## src/rtl/layer_sequencer.sv

```systemverilog
// Layer sequencer: walks every layer of a network and issues one neuron_start
// per neuron, with optional pausing between layers and abort at any point.
module layer_sequencer #(
  parameter int LAYER_COUNT      = 3,
  parameter int LAYER_ADDR_SIZE  = 2,
  parameter int NEURON_ADDR_SIZE = 4
) (
  input  logic                        clk,
  input  logic                        rst,
  input  logic                        start,
  input  logic                        step_mode,
  input  logic                        resume,
  input  logic                        abort,
  input  logic [NEURON_ADDR_SIZE-1:0] layer_size,
  input  logic                        neuron_done,
  output logic                        ready,
  output logic                        busy,
  output logic                        layerrst,
  output logic [LAYER_ADDR_SIZE-1:0]  layerindex,
  output logic [NEURON_ADDR_SIZE-1:0] neuronindex,
  output logic                        neuron_start,
  output logic                        paused,
  output logic                        done
);

  typedef enum logic [2:0] {
    IDLE, LOAD, ISSUE, WAIT, LEND, PAUSE, FIN
  } state_t;

  localparam logic [LAYER_ADDR_SIZE-1:0] LAST =
    LAYER_ADDR_SIZE'(LAYER_COUNT - 1);

  state_t state, state_nxt;
  logic [NEURON_ADDR_SIZE-1:0] size_q;
  logic step_q;
  logic last_neuron;
  logic last_layer;
  logic kill;

  // size_q is never zero in WAIT, so size_q-1 cannot underflow there
  assign last_neuron = neuronindex == size_q - 1'b1;
  assign last_layer  = layerindex == LAST;
  assign kill        = abort && state != IDLE;

  always_ff @(posedge clk or posedge rst) begin
    if (rst) begin
      state       <= IDLE;
      layerindex  <= '0;
      neuronindex <= '0;
      size_q      <= '0;
      step_q      <= 1'b0;
    end else begin
      state <= state_nxt;
      if (kill) begin
        layerindex  <= '0;
        neuronindex <= '0;
      end else begin
        unique case (state)
          IDLE: if (start) begin
            layerindex  <= '0;
            neuronindex <= '0;
            step_q      <= step_mode;
          end
          LOAD: begin
            size_q      <= layer_size;
            neuronindex <= '0;
          end
          WAIT: if (neuron_done && !last_neuron)
            neuronindex <= neuronindex + 1'b1;
          LEND: if (!last_layer && !step_q)
            layerindex <= layerindex + 1'b1;
          PAUSE: if (resume)
            layerindex <= layerindex + 1'b1;
          default: ;
        endcase
      end
    end
  end

  always_comb begin
    state_nxt = state;
    if (kill) begin
      state_nxt = IDLE;
    end else begin
      unique case (state)
        IDLE:  if (start) state_nxt = LOAD;
        LOAD:  state_nxt = (layer_size == '0) ? LEND : ISSUE;
        ISSUE: state_nxt = WAIT;
        WAIT:  if (neuron_done)
                 state_nxt = last_neuron ? LEND : ISSUE;
        LEND:  if (last_layer)  state_nxt = FIN;
               else if (step_q) state_nxt = PAUSE;
               else             state_nxt = LOAD;
        PAUSE: if (resume) state_nxt = LOAD;
        FIN:   state_nxt = IDLE;
        default: state_nxt = IDLE;
      endcase
    end
  end

  always_comb begin
    ready        = state == IDLE;
    busy         = state != IDLE;
    layerrst     = state == IDLE || state == LOAD;
    neuron_start = state == ISSUE;
    paused       = state == PAUSE;
    done         = state == FIN;
  end

endmodule

```

## config.mk

```make
export PLATFORM = sky130hd
export DESIGN_NAME = layer_sequencer
export DESIGN_NICKNAME = d
export VERILOG_FILES = /design/src/rtl/layer_sequencer.sv
export SDC_FILE = /design/constraint.sdc
export NUM_CORES = 1
export LEC_CHECK = 0
export ABC_AREA = 1
export CAP_MARGIN = 40
export CORE_MARGIN = 3
export CORE_UTILIZATION = 45
export CTS_BUF_LIST = sky130_fd_sc_hd__clkbuf_2
export DETAILED_ROUTE_END_ITERATION = 12
export GPL_ROUTABILITY_DRIVEN = 1
export PLACE_DENSITY = 0.85
export SETUP_SLACK_MARGIN = 0.5
export SYNTH_ARGS = -nofsm -noshare
export SYNTH_HDL_FRONTEND = slang
export SYNTH_SLANG_ARGS = --single-unit
```

## constraint.sdc

```tcl
create_clock -name clk -period 1.6 [get_ports clk]
set_clock_uncertainty 0.15 [all_clocks]
set_input_delay 0.24 -clock clk [delete_from_list [all_inputs] [get_ports clk]]
set_output_delay 0.24 -clock clk [all_outputs]
set_load 0.1 [all_outputs]
```

==> results.md, run 1 <==
- First Err: [ERROR DPL-0038] Utilization greater than 100%, impossible to legalize
- Top Ports: 23
- Die Y: 53.31 um
- Clock sink count: 14
- Root Driver: clkbuf_2
- Yosys reg bits: 14
- DP HPWL: 2371 um
- Die W: 53.31 um
- Post-GRT worst EP: neuron_start
- Port Buffer Count: 22
- Sequential share of the synthesized area: 34.78%
- Post-synthesis cell count: 148
- Halt Stage: 5_1_grt
- Ys Warns: 0
- RePlAce Congestion: 0.8779
- Starting Density: 49.33%
- Largest net degree at the start of global routing: 9
- Synth cell types: 23
- Worst ep type: output port
- CTS max path bufs: 2
- Outcome: did not finish
- FP Rows: 16
- Syn avg cell area: 6.806 um2
- Post-Syn Area: 1007 um2
- CTS Buf Count: 3
- Htree depth: 1
- Syn Nets: 162
[logic make-up after synthesis]
family	count (synthesis)	share of synthesized area, %
simple gates	87	40.37
compound gates	14	7.578
buf+inv	26	10.06
xor+xnor	4	3.479
fa+ha+maj	3	3.727
flops	14	34.78
[synth_stat cells, drive strengths merged]
cell type,instances,area [um2]
a211oi,1,7.510
o21ai,8,40.04
nor2,18,80.08
buf,1,7.510
xor2,2,17.52
or2,1,6.260
nand4,1,6.260
a21oi,4,20.02
o221ai,1,8.760
inv,25,93.84
nor3,1,5.000
xnor2,2,17.52
dfrtp,14,350.3
ha,3,37.54
nor3b,1,12.51
nand3,12,65.06
nand2,53,231.5
[per-stage QoR]
step | setup TNS [ps] | instance area (um2) | setup WS, ps | hold slack [ps] | std cells
after CTS | -1633 | 1933 | -219.8 | 71.16 | 233
after detailed placement | -868.6 | 1627 | -184.9 | 349.5 | 211
after global placement | -275.6 | 1627 | -53.67 | 329.1 | 211
after floorplan | -536.9 | 1151 | -86.25 | -20.97 | 148
[what timing repair did]
action	CTS
hold buffers	0
pin swaps	19
resized for setup	36
buffers inserted	18
endpoints found under the setup margin	26
==> run 2, diff against run 1 <==
==> config.mk (replaced) <==
export PLATFORM = sky130hd
export DESIGN_NAME = layer_sequencer
export DESIGN_NICKNAME = d
export VERILOG_FILES = /design/src/rtl/layer_sequencer.sv
export SDC_FILE = /design/constraint.sdc
export NUM_CORES = 1
export LEC_CHECK = 0
export ABC_AREA = 1
export CAP_MARGIN = 40
export CORE_AREA = 3 3 64 66
export DETAILED_ROUTE_END_ITERATION = 12
export DIE_AREA = 0 0 67 69
export GPL_ROUTABILITY_DRIVEN = 1
export PLACE_DENSITY_LB_ADDON = 0.15
export SYNTH_ARGS = -nofsm -noshare
export SYNTH_HDL_FRONTEND = slang
export SYNTH_SLANG_ARGS = --single-unit
==> constraint.sdc (replaced) <==
create_clock -name clk -period 2.1 [get_ports clk]
set_clock_uncertainty 0.15 [all_clocks]
set_input_delay 0.315 -clock clk [delete_from_list [all_inputs] [get_ports clk]]
set_output_delay 0.315 -clock clk [all_outputs]
set_load 0.1 [all_outputs]
==> results.md, run 2 <==
- Port Buffer Count: 22
- Outcome: completed
- R2r worst-path depth: 10
- Worst slew margin: 59.86%
- Int Pwr: 0.8841 mW
- Placed Instance Area: 1343 um2
- Main synth FF type: dfrtp_1
- Worst skew pair latency: 250 ps
- Largest area contributor in the netlist: dfrtp_1
- Routed length per instance: 10.76 um
- Met2 usage: 19.00%
- Syn Nets: 162
- Fin crit share: 90.10%
- Root Driver: clkbuf_8
- Area delta synth->final: 38.76%
- Fill count: 412
- RePlAce Congestion: 0.8067
- Clock sink count: 14
- Net Sw Frac: 51.55%
- Logic pwr share: 62.2%
- Yosys reg bits: 14
- Crit path DAT: 1430 ps
- DR vias/cell: 4.398
- RSZ-0062 raised after global routing: no
- Max cap viols: 0
- DR iter-0 viols: 74
- Htree depth: 1
- Slew @ Worst Pin: 601.5 ps
- Yosys top cell area share: 34.78%
- FP Rows: 22
- First-pass GRT wire length: 4381 um
- Storage cell area: 350.3 um2
- Commonest cells after routing, fill and taps aside: nand2_1, inv_1, dfrtp_1
- Core Area: 3633 um2
- Final Max Tran Viols: 0
- Top cells by area, synth: dfrtp_1, nand2_1, inv_1
- Die W: 67 um
- Sequential share of the synthesized area: 34.78%
- Top post-synthesis cells by count: nand2_1, inv_1, dfrtp_1
- CTS Buf Count: 3
- CTS resizes: 0
- Crit Path Category: reg -> out
- Final number of setup-violating endpoints: 0
- Post-layout min period: 1892 ps
- Clk network pwr share: 15.0%
- CTS max path bufs: 2
- Routed Antenna Nets: 0
- Die Y: 69 um
- Post-Route WL: 2378 um
- CP required: 1630 ps
- Syn avg cell area: 6.806 um2
- DP HPWL: 1871 um
- Max Clk Rate: 528.5 MHz
- Share of cells above drive strength 1: 19.65%
- DRC viols: 0
- Largest net degree at the start of global routing: 15
- CTS tree: built
- Pre-CTS setup slack: 243.5 ps
- GRT Total Usage: 12.11%
- Post-Syn Area: 1007 um2
- Final Net Count: 188
- Pwr Density: 1306 nW/um2
- Worst vdd ir: 820.8 uV
- Post-route cell area: 1398 um2
- Starting Density: 27.72%
- Met3 GRT Util: 4.397%
- Commonest non-fill, non-tap cell in the layout: nand2_1
- Synth cell types: 23
- Post-synthesis cell count: 148
- Sequential power share: 22.8%
- Setup TNS: 0 ps
- Vias in the first global route: 978
- Final hold vios: 0
- Reg-to-reg slack, setup: 310 ps
- Met1 Use GR: 15.29%
- Post CTS Setup Buffer Count: 0
- Hold WC Path Type: in -> async
- EDFF count, synth: 0
- Routed vias: 972
- Critical path capture point type: primary output
- CP max FO: 6
- Regs by FF count: neuronindex (4), size_q (4), state (3)
- Ys Warns: 0
- # diodes: 0
- P_sw: 0.9408 mW
- Top Ports: 23
- Hold-fix buffers at CTS: 0
- Asr flop ratio synth: 100.0%
- Startpoint types: flop
- Initial antenna violation count: 0
- Top-count cell post-synth: nand2_1
- Setup ws final: 207.9 ps
- Worst reg2reg startpoint: size_q[0]
- R2R Path End: neuronindex[1]
- Die Area: 4623 um2
- Clk pin slew, worst setup/hold paths: 70 ps
- Busiest layer in global routing: met2
- Multi-input combinational cell area: 560.5 um2
- Remaining Overflow, GRT: 0
- Initial DRT Pass Iterations: 4
- Leakage: 0.7351 nW
-- run 2: cell counts after synthesis --
No cell type changed its count.
-- run 2: cell type report --
cell class              count  share of cell area [%]
multi-input cells         108                   40.11
flip-flops and latches     14                   25.07
repair buffers             22                   19.87
inverters                  25                   6.714
well taps                  48                   4.297
clock buffers               4                   3.939
-- run 2: worst max-delay path by stage --
stage,startpoint,endpoint,slack [ps]
CTS,state[1],neuron_start,200
detailed placement,abort,state[0],240
global route,state[1],neuron_start,90
global placement,abort,state[0],260
floorplan,state[2],layerrst,-130
finish,state[1],neuron_start,210
-- run 2: routing by layer --
metal | vias up | wire length, um
li1 | 510 | -
met1 | 432 | 1025
met2 | 26 | 1176
met3 | 4 | 135
met4 | 0 | 41
met5 | - | 0
-- run 2: through the flow --
step	utilization [%]	hold slack [ps]	power (mW)	instances
after floorplan	-	54.22	1.235	148
after global routing	38.46	331.3	1.979	221
final	38.46	280.1	1.825	221
after global placement	36.95	323.7	1.552	217
after CTS	38.46	316.3	1.848	221
after detailed placement	36.95	338.0	1.566	217
-- run 2: critical path: stages, from the launching register on --
cell,delay (ps)
dfrtp_1,460
inv_1,100
or2_1,260
nor2_2,170
buf_12,200
-- run 2: logic make-up after synthesis --
group	count (synthesis)	share of synthesized area [%]
buf+inv	26	10.06
flops	14	34.78
simple gates	87	40.37
compound gates	14	7.578
xor+xnor	4	3.479
fa+ha+maj	3	3.727
-- run 2: power groups by stage --
stage / clock network (mW) / registers (mW) / logic [mW]
2_1_floorplan: 0 / 0.434 / 0.801
3_3_place_gp: 0 / 0.420 / 1.13
3_5_place_dp: 0 / 0.424 / 1.14
4_1_cts: 0.283 / 0.419 / 1.15
5_1_grt: 0.304 / 0.435 / 1.24
6_report: 0.274 / 0.416 / 1.13
No activity file was read; power rests on OpenSTA's default activity.
